<file path="src/rtl/traffic_pkg.sv">
// Shared encodings for the traffic phase scheduler: phase selectors, FSM states,
// approach directions and the watchdog limit used when PHASE_TIMEOUT_EN is defined.
package traffic_pkg;

   typedef enum logic [1:0] {
      PH_GREEN_NS = 2'b00,
      PH_GREEN_EW = 2'b01,
      PH_PED_NS   = 2'b10,
      PH_PED_EW   = 2'b11
   } phase_t;

   typedef enum logic [1:0] {
      ST_IDLE   = 2'b00,
      ST_DECIDE = 2'b01,
      ST_REQ    = 2'b10,
      ST_WAIT   = 2'b11
   } state_t;

   localparam logic DIR_NS = 1'b0;
   localparam logic DIR_EW = 1'b1;

   localparam int TIMEOUT = 64;

   // Phase code is {pedestrian, direction}, which lets the decision logic build it directly.
   function automatic phase_t make_phase(input logic ped, input logic dir);
      return phase_t'({ped, dir});
   endfunction

endpackage

</file>
<file path="src/rtl/traffic_phase_scheduler_phase_request_latch.sv">
// Sticky request latches: pedestrian buttons per approach and the vehicle overload flag.
// A set pulse on the same cycle as the clearing ack keeps the bit set.
module phase_request_latch
   import traffic_pkg::*;
(
   input  logic       clk,
   input  logic       rst,
   input  logic       button_NS,
   input  logic       button_EW,
   input  logic       vehicle_overload,
   input  logic       ack_fire,
   input  phase_t     ack_sel,
   output logic [1:0] ped_pend,
   output logic       ovl_lat
);

   logic clr_ped_ns;
   logic clr_ped_ew;
   logic clr_ovl;

   assign clr_ped_ns = ack_fire && (ack_sel == PH_PED_NS);
   assign clr_ped_ew = ack_fire && (ack_sel == PH_PED_EW);
   assign clr_ovl    = ack_fire && ((ack_sel == PH_GREEN_NS) || (ack_sel == PH_GREEN_EW));

   // NOTE: state is updated with <= so every flop samples the pre-edge values of its neighbours.
   always_ff @(posedge clk or negedge rst) begin
      if (!rst) begin
         ped_pend <= 2'b00;
         ovl_lat  <= 1'b0;
      end else begin
         // NOTE: the set term is ORed outside the clear mask, so set beats a simultaneous clear.
         ped_pend[DIR_NS] <= button_NS | (ped_pend[DIR_NS] & ~clr_ped_ns);
         ped_pend[DIR_EW] <= button_EW | (ped_pend[DIR_EW] & ~clr_ped_ew);
         ovl_lat          <= vehicle_overload | (ovl_lat & ~clr_ovl);
      end
   end

endmodule

</file>
<file path="src/rtl/traffic_phase_scheduler.sv">
// Phase sequencer above the light controller: picks the next phase with fair NS/EW
// alternation and bounded skipping. Define PHASE_TIMEOUT_EN to build the WAIT watchdog.
module traffic_phase_scheduler
   import traffic_pkg::*;
#(
   parameter logic [4:0] DUR_GREEN = 5'd10,
   parameter logic [4:0] DUR_LONG  = 5'd20,
   parameter logic [4:0] DUR_PED   = 5'd8,
   parameter int         MAX_SKIP  = 2
)(
   input  logic       clk,
   input  logic       rst,
   input  logic       en,
   input  logic       button_NS,
   input  logic       button_EW,
   input  logic       sense_NS,
   input  logic       sense_EW,
   input  logic       vehicle_overload,
   input  logic       phase_ack,
   input  logic       phase_done,
   output logic       phase_req,
   output logic [1:0] phase_sel,
   output logic [4:0] phase_dur,
   output logic [1:0] ped_pend,
   output logic       fault
);

   state_t     state, state_nxt;
   phase_t     sel_q, sel_nxt;
   logic [4:0] dur_q, dur_nxt;
   logic       last_dir, last_dir_nxt;
   logic [1:0] skip_cnt, skip_nxt;
   logic       ovl_lat;
   logic       ack_fire;
   logic       timeout;
   logic [1:0] sense_v;
   logic       nd;
   logic       od;
   logic [4:0] green_dur;

   assign ack_fire  = (state == ST_REQ) && phase_ack;
   assign sense_v   = {sense_EW, sense_NS};
   assign nd        = ~last_dir;
   assign od        = last_dir;
   assign green_dur = ovl_lat ? DUR_LONG : DUR_GREEN;

   phase_request_latch u_latch (
      .clk              (clk),
      .rst              (rst),
      .button_NS        (button_NS),
      .button_EW        (button_EW),
      .vehicle_overload (vehicle_overload),
      .ack_fire         (ack_fire),
      .ack_sel          (sel_q),
      .ped_pend         (ped_pend),
      .ovl_lat          (ovl_lat)
   );

`ifdef PHASE_TIMEOUT_EN
   logic [6:0] wd_cnt;
   logic       fault_q;

   assign timeout = (state == ST_WAIT) && !phase_done && (wd_cnt == 7'(TIMEOUT - 1));
   assign fault   = fault_q;

   // Counter is held at zero outside WAIT, so it restarts on every entry to WAIT.
   always_ff @(posedge clk or negedge rst) begin
      if (!rst) begin
         wd_cnt  <= '0;
         fault_q <= 1'b0;
      end else begin
         if (state != ST_WAIT) wd_cnt <= '0;
         else                  wd_cnt <= wd_cnt + 7'd1;
         if (timeout) fault_q <= 1'b1;
      end
   end
`else
   assign timeout = 1'b0;
   assign fault   = 1'b0;
`endif

   // NOTE: every output of this block gets a default first, so no path can infer a latch.
   always_comb begin
      state_nxt    = state;
      sel_nxt      = sel_q;
      dur_nxt      = dur_q;
      last_dir_nxt = last_dir;
      skip_nxt     = skip_cnt;
      unique case (state)
         ST_IDLE: begin
            if (en) state_nxt = ST_DECIDE;
         end
         ST_DECIDE: begin
            state_nxt = ST_REQ;
            if (ped_pend[nd]) begin
               sel_nxt      = make_phase(1'b1, nd);
               dur_nxt      = DUR_PED;
               last_dir_nxt = nd;
               skip_nxt     = 2'd0;
            end else if (!sense_v[nd] && sense_v[od] && (skip_cnt < 2'(MAX_SKIP))) begin
               // Empty approach skipped: serve the busy one again without flipping direction.
               sel_nxt  = make_phase(1'b0, od);
               dur_nxt  = green_dur;
               skip_nxt = skip_cnt + 2'd1;
            end else begin
               sel_nxt      = make_phase(1'b0, nd);
               dur_nxt      = green_dur;
               last_dir_nxt = nd;
               skip_nxt     = 2'd0;
            end
         end
         ST_REQ: begin
            if (phase_ack) state_nxt = ST_WAIT;
         end
         ST_WAIT: begin
            if (phase_done)   state_nxt = en ? ST_DECIDE : ST_IDLE;
            else if (timeout) state_nxt = ST_DECIDE;
         end
         default: state_nxt = ST_IDLE;
      endcase
   end

   always_ff @(posedge clk or negedge rst) begin
      if (!rst) begin
         state    <= ST_IDLE;
         sel_q    <= PH_GREEN_NS;
         dur_q    <= 5'd0;
         last_dir <= DIR_EW;
         skip_cnt <= 2'd0;
      end else begin
         state    <= state_nxt;
         sel_q    <= sel_nxt;
         dur_q    <= dur_nxt;
         last_dir <= last_dir_nxt;
         skip_cnt <= skip_nxt;
      end
   end

   assign phase_req = (state == ST_REQ);
   assign phase_sel = sel_q;
   assign phase_dur = dur_q;

endmodule

</file>
<file path="config.mk">
export PLATFORM = sky130hd
export DESIGN_NAME = traffic_phase_scheduler
export DESIGN_NICKNAME = d
export VERILOG_FILES = /design/src/rtl/traffic_pkg.sv /design/src/rtl/traffic_phase_scheduler_phase_request_latch.sv /design/src/rtl/traffic_phase_scheduler.sv
export SDC_FILE = /design/constraint.sdc
export NUM_CORES = 1
export LEC_CHECK = 0
export ABC_CLOCK_PERIOD_IN_PS = 3700
export BUFFER_PORTS_ARGS = -buffer_cell sky130_fd_sc_hd__buf_2
export CAP_MARGIN = 20
export CORE_UTILIZATION = 40
export CTS_BUF_LIST = sky130_fd_sc_hd__clkbuf_4 sky130_fd_sc_hd__clkbuf_8
export CTS_CLUSTER_DIAMETER = 100
export DETAILED_ROUTE_END_ITERATION = 8
export GPL_ROUTABILITY_DRIVEN = 0
export GPL_TIMING_DRIVEN = 0
export PLACE_DENSITY = 0.66
export RECOVER_POWER = 50
export SKIP_CTS_REPAIR_TIMING = 1
export SLEW_MARGIN = 20
export SYNTH_ARGS = -nofsm -noshare
export SYNTH_HDL_FRONTEND = slang
export SYNTH_SLANG_ARGS = --single-unit
</file>
<file path="constraint.sdc">
create_clock -name clk -period 3.7 [get_ports clk]
set_clock_uncertainty 0.2 [all_clocks]
set_input_delay 0.74 -clock clk [delete_from_list [all_inputs] [get_ports clk]]
set_output_delay 0.74 -clock clk [all_outputs]
set_load 0.05 [all_outputs]
</file>
==> results by group <==
Die
  – Die Footprint: 1920 um2
  – Total number of placement rows: 14
  – Height of the die: 43.8 um
  – I/O pin count: 21
  – Initial Utilization: 0.444
  – Die extent in x: 43.8 um
  – Area of the core region: 1580 um2

STA
  – Post-route worst setup slack: 1.41 ns
  – Final Hold Violating Endpoints: 0
  – Max_slew headroom: 0.540
  – Min Clock Period, post-route: 2.29 ns
  – Total negative slack for setup checks: 0 ns
  – Final count of negative-setup-slack endpoints: 0
  – Transition at the pin with the smallest max-transition slack: 0.690 ns
  – Final Slew Violations: 0
  – Final critical-path share of the clock period: 0.620
  – Setup repair after global routing missed its margin: no
  – Maximum clock frequency: 0.436 GHz

Critical path
  – Startpoint of the most critical setup path: state[0]
  – Reg2Reg Launch Point: state[0]
  – Startpoint class of the critical path: flip-flop
  – Ordered cell list for the critical path: inv_1 > ha_1 > buf_2
  – Count of buffering cells on the critical path with inverters included: 2
  – Kind of end point of the critical path: output pin
  – Arrival @ worst endpoint: 1.35 ns
  – Longest individual stage delay on the worst path: 0.45 ns
  – Top delay family on crit path: flip-flops
  – Worst Path Max Fanout: 6
  – Path type of the worst setup path: flip-flop to output pin
  – Worst-path cell with the longest stage delay: dfrtp_1
  – Worst endpoint required time: 2.76 ns

Power
  – Leakage Power: 0.388 nW
  – Largest vdd supply drop: 401 uV
  – NetSw: 0.351 mW
  – Pwr dens: 861 nW/um2
  – Switching power share of the total: 0.484
  – Internal power contribution: 0.374 mW
  – Reg power frac: 0.336
  – Clock Power Share: 0.131
  – Comb pwr share: 0.533

Yosys
  – Post-synth EDFFs: 0
  – Most used standard cell by instance count after synthesis: dfrtp_1
  – Proportion of synthesized chip area in sequential cells: 0.467
  – Number of unique standard cell types used by synthesis: 31
  – Synthesized-area fraction occupied by adder cells: 0.0716
  – Mux contribution to synthesized area: 0.0304
  – Post-synthesis share of cell area spent on xor and xnor gates: 0
  – Biggest area contributors in the synthesized netlist: dfrtp_1, ha_1, dfstp_2
  – Total of flip-flops plus latches after synthesis: 13
  – Most used standard cells in the synthesized netlist: dfrtp_1, inv_1, o21ai_0
  – Compound-gate portion of the synthesized area: 0.161
  – Post-Syn Instances: 68
  – Netlist Area Pre-Place: 699 um2
  – Synth Area in Simple Gates: 0.193
  – Area share of the leading cell type in the synthesized netlist: 0.429
  – Cell taking the most area after synthesis: dfrtp_1
  – Ys flop type: dfrtp_1
  – Post-synthesis average cell area: 10.3 um2
  – Synthesis Warnings: 0
  – Asr flop ratio synth: 1.00
  – Dominant combinational cell family by area after synthesis: simple AND/OR/NAND/NOR gates

GRT
  – Via count of the first global-routing pass: 562
  – Number of antenna violations at the first check in global routing: 0
  – First-pass GRT wire length: 2.28 mm
  – Grt ovf: 0
  – All-Layer GR Usage: 0.166
  – Maximum number of pins on one net before global-route repair: 14

Clock network
  – Total number of H-tree levels: 1
  – Buffer cell driving the clock tree root: clkbuf_4
  – Inserted Clock Buffers: 3
  – Skew-Pair Late Insertion Delay: 0.27 ns
  – Clock slew at reported path FFs: 0.08 ns
  – Bufs on Longest Clock Path: 2
  – TritonCTS sink count: 13
  – CTS tree: built

Detailed routing
  – Aggregate routed wire length: 1.24 mm
  – Drt first pass iters: 6
  – Routed length on met2: 590 um
  – Uppermost layer routed: met4
  – DRC violations left: 1
  – Routed WL per cell: 11.6 um
  – Ratio of routed vias to standard cells: 5.30
  – Count of vias placed by the detailed router: 567
  – Number of violations reported at the end of detailed-routing iteration 0: 12
  – Antenna Violating Nets Remaining: 0
  – M1 WL: 575 um
  – Detailed route wirelength on metal3: 65 um

Final layout
  – Number of nets in the final layout: 106
  – Utilization after layout: 0.534
  – Share of layout cells above drive strength 1: 0.297
  – Post-route non-filler standard cell count: 107
  – Layout overhead on the synthesized area: 20.4%
  – Antenna Cells: 0

Placed design
  – Total of buffers placed on input and output ports: 18
  – Inst Count DP: 103
  – Worst setup slack after placement: 1.72 ns

Status
  – Violations in the final reports: DRC
  – Outcome: finished with violations

Hold path
  – HP Class: input pin to async pin

Run
  – Max-cap violation count: 0
[path summary, 6_finish.rpt]
kind	end	slack, ns	cells past startpoint
min	u_latch.ped_pend[0]	0.27	1
max	phase_req	1.41	3
max reg2reg	state[0]	1.77	5
min in group clk	phase_dur[3]	0.29	1
min reg2reg	phase_dur[3]	0.29	1
max in group asynchronous	phase_dur[2]	2.58	1
[cell usage in the layout, fill, tap and decap left out]
cell type and n:
nor4_1 1, a21o_1 1, nor2b_1 3, o2bb2ai_1 3, inv_1 6, a21oi_1 1
a31oi_1 1, o41ai_1 1, mux2i_1 1, ha_1 4, nand3_1 2, or3_1 2
o21ai_0 5, clkbuf_4 4, nand3b_1 1, dfstp_1 1, mux2_2 1, buf_2 17
nor2b_4 1, nor2_1 3, nor4b_1 2, o31ai_1 1, clkbuf_2 1, clkbuf_1 1
nand2_1 2, a22o_1 1, buf_4 3, conb_1 2, nand4_1 1, nor3_1 1
nand2b_1 3, dfrtp_1 12, a221o_1 1, o21a_1 1
[worst reg2reg max path, stage by stage, from the launching register on]
cell and delay [ns]:
dfrtp_1 0.44, inv_1 0.09, ha_1 0.26, nor2b_4 0.16
or3_1 0.33, a221o_1 0.34
[cell type report]
cell class	instances	area, um2
plain buffers	4	27.5
clock buffers	4	30.0
fillers	157	734
inverters	6	22.5
multi-input cells	46	327
flip-flops and latches	13	327
well taps	16	20.0
repair buffers	18	88.8
[routing by layer]
layer,track usage,vias to the layer above
met4,0.0875,0
met5,0,-
met2,0.257,14
li1,-,285
met3,0.0625,2
met1,0.201,266
[cells by family (layout without fill, tap and decap cells)]
logic type | after synthesis | after routing
AOI/OAI and AO/OA | 16 | 16
adders and majority gates | 4 | 4
buffers and inverters | 10 | 32
DFF | 13 | 13
muxes | 2 | 2
other | 1 | 2
and+or+nand+nor | 22 | 22
[power by group through the flow]
stage	logic [mW]	registers, mW	clock network [mW]
3_3_place_gp	0.382	0.247	0
3_5_place_dp	0.389	0.249	0
4_1_cts	0.388	0.246	0.0987
5_1_grt	0.428	0.251	0.105
6_report	0.387	0.243	0.0950
2_1_floorplan	0.222	0.331	0
[state kept, by name (all words and copies together) (netlist names)]
name              count
last_dir              1
phase_dur             3
phase_sel             2
skip_cnt              2
state                 2
u_latch.ovl_lat       1
u_latch.ped_pend      2
[through the flow]
step,area [um2],power [mW],hold WS (ns)
2_1_floorplan,703,0.553,0.244
3_3_place_gp,813,0.628,0.261
3_5_place_dp,813,0.638,0.273
4_1_cts,843,0.734,0.141
5_1_grt,842,0.785,0.307
6_report,842,0.725,0.272
Power figures use the tool's default switching activity.
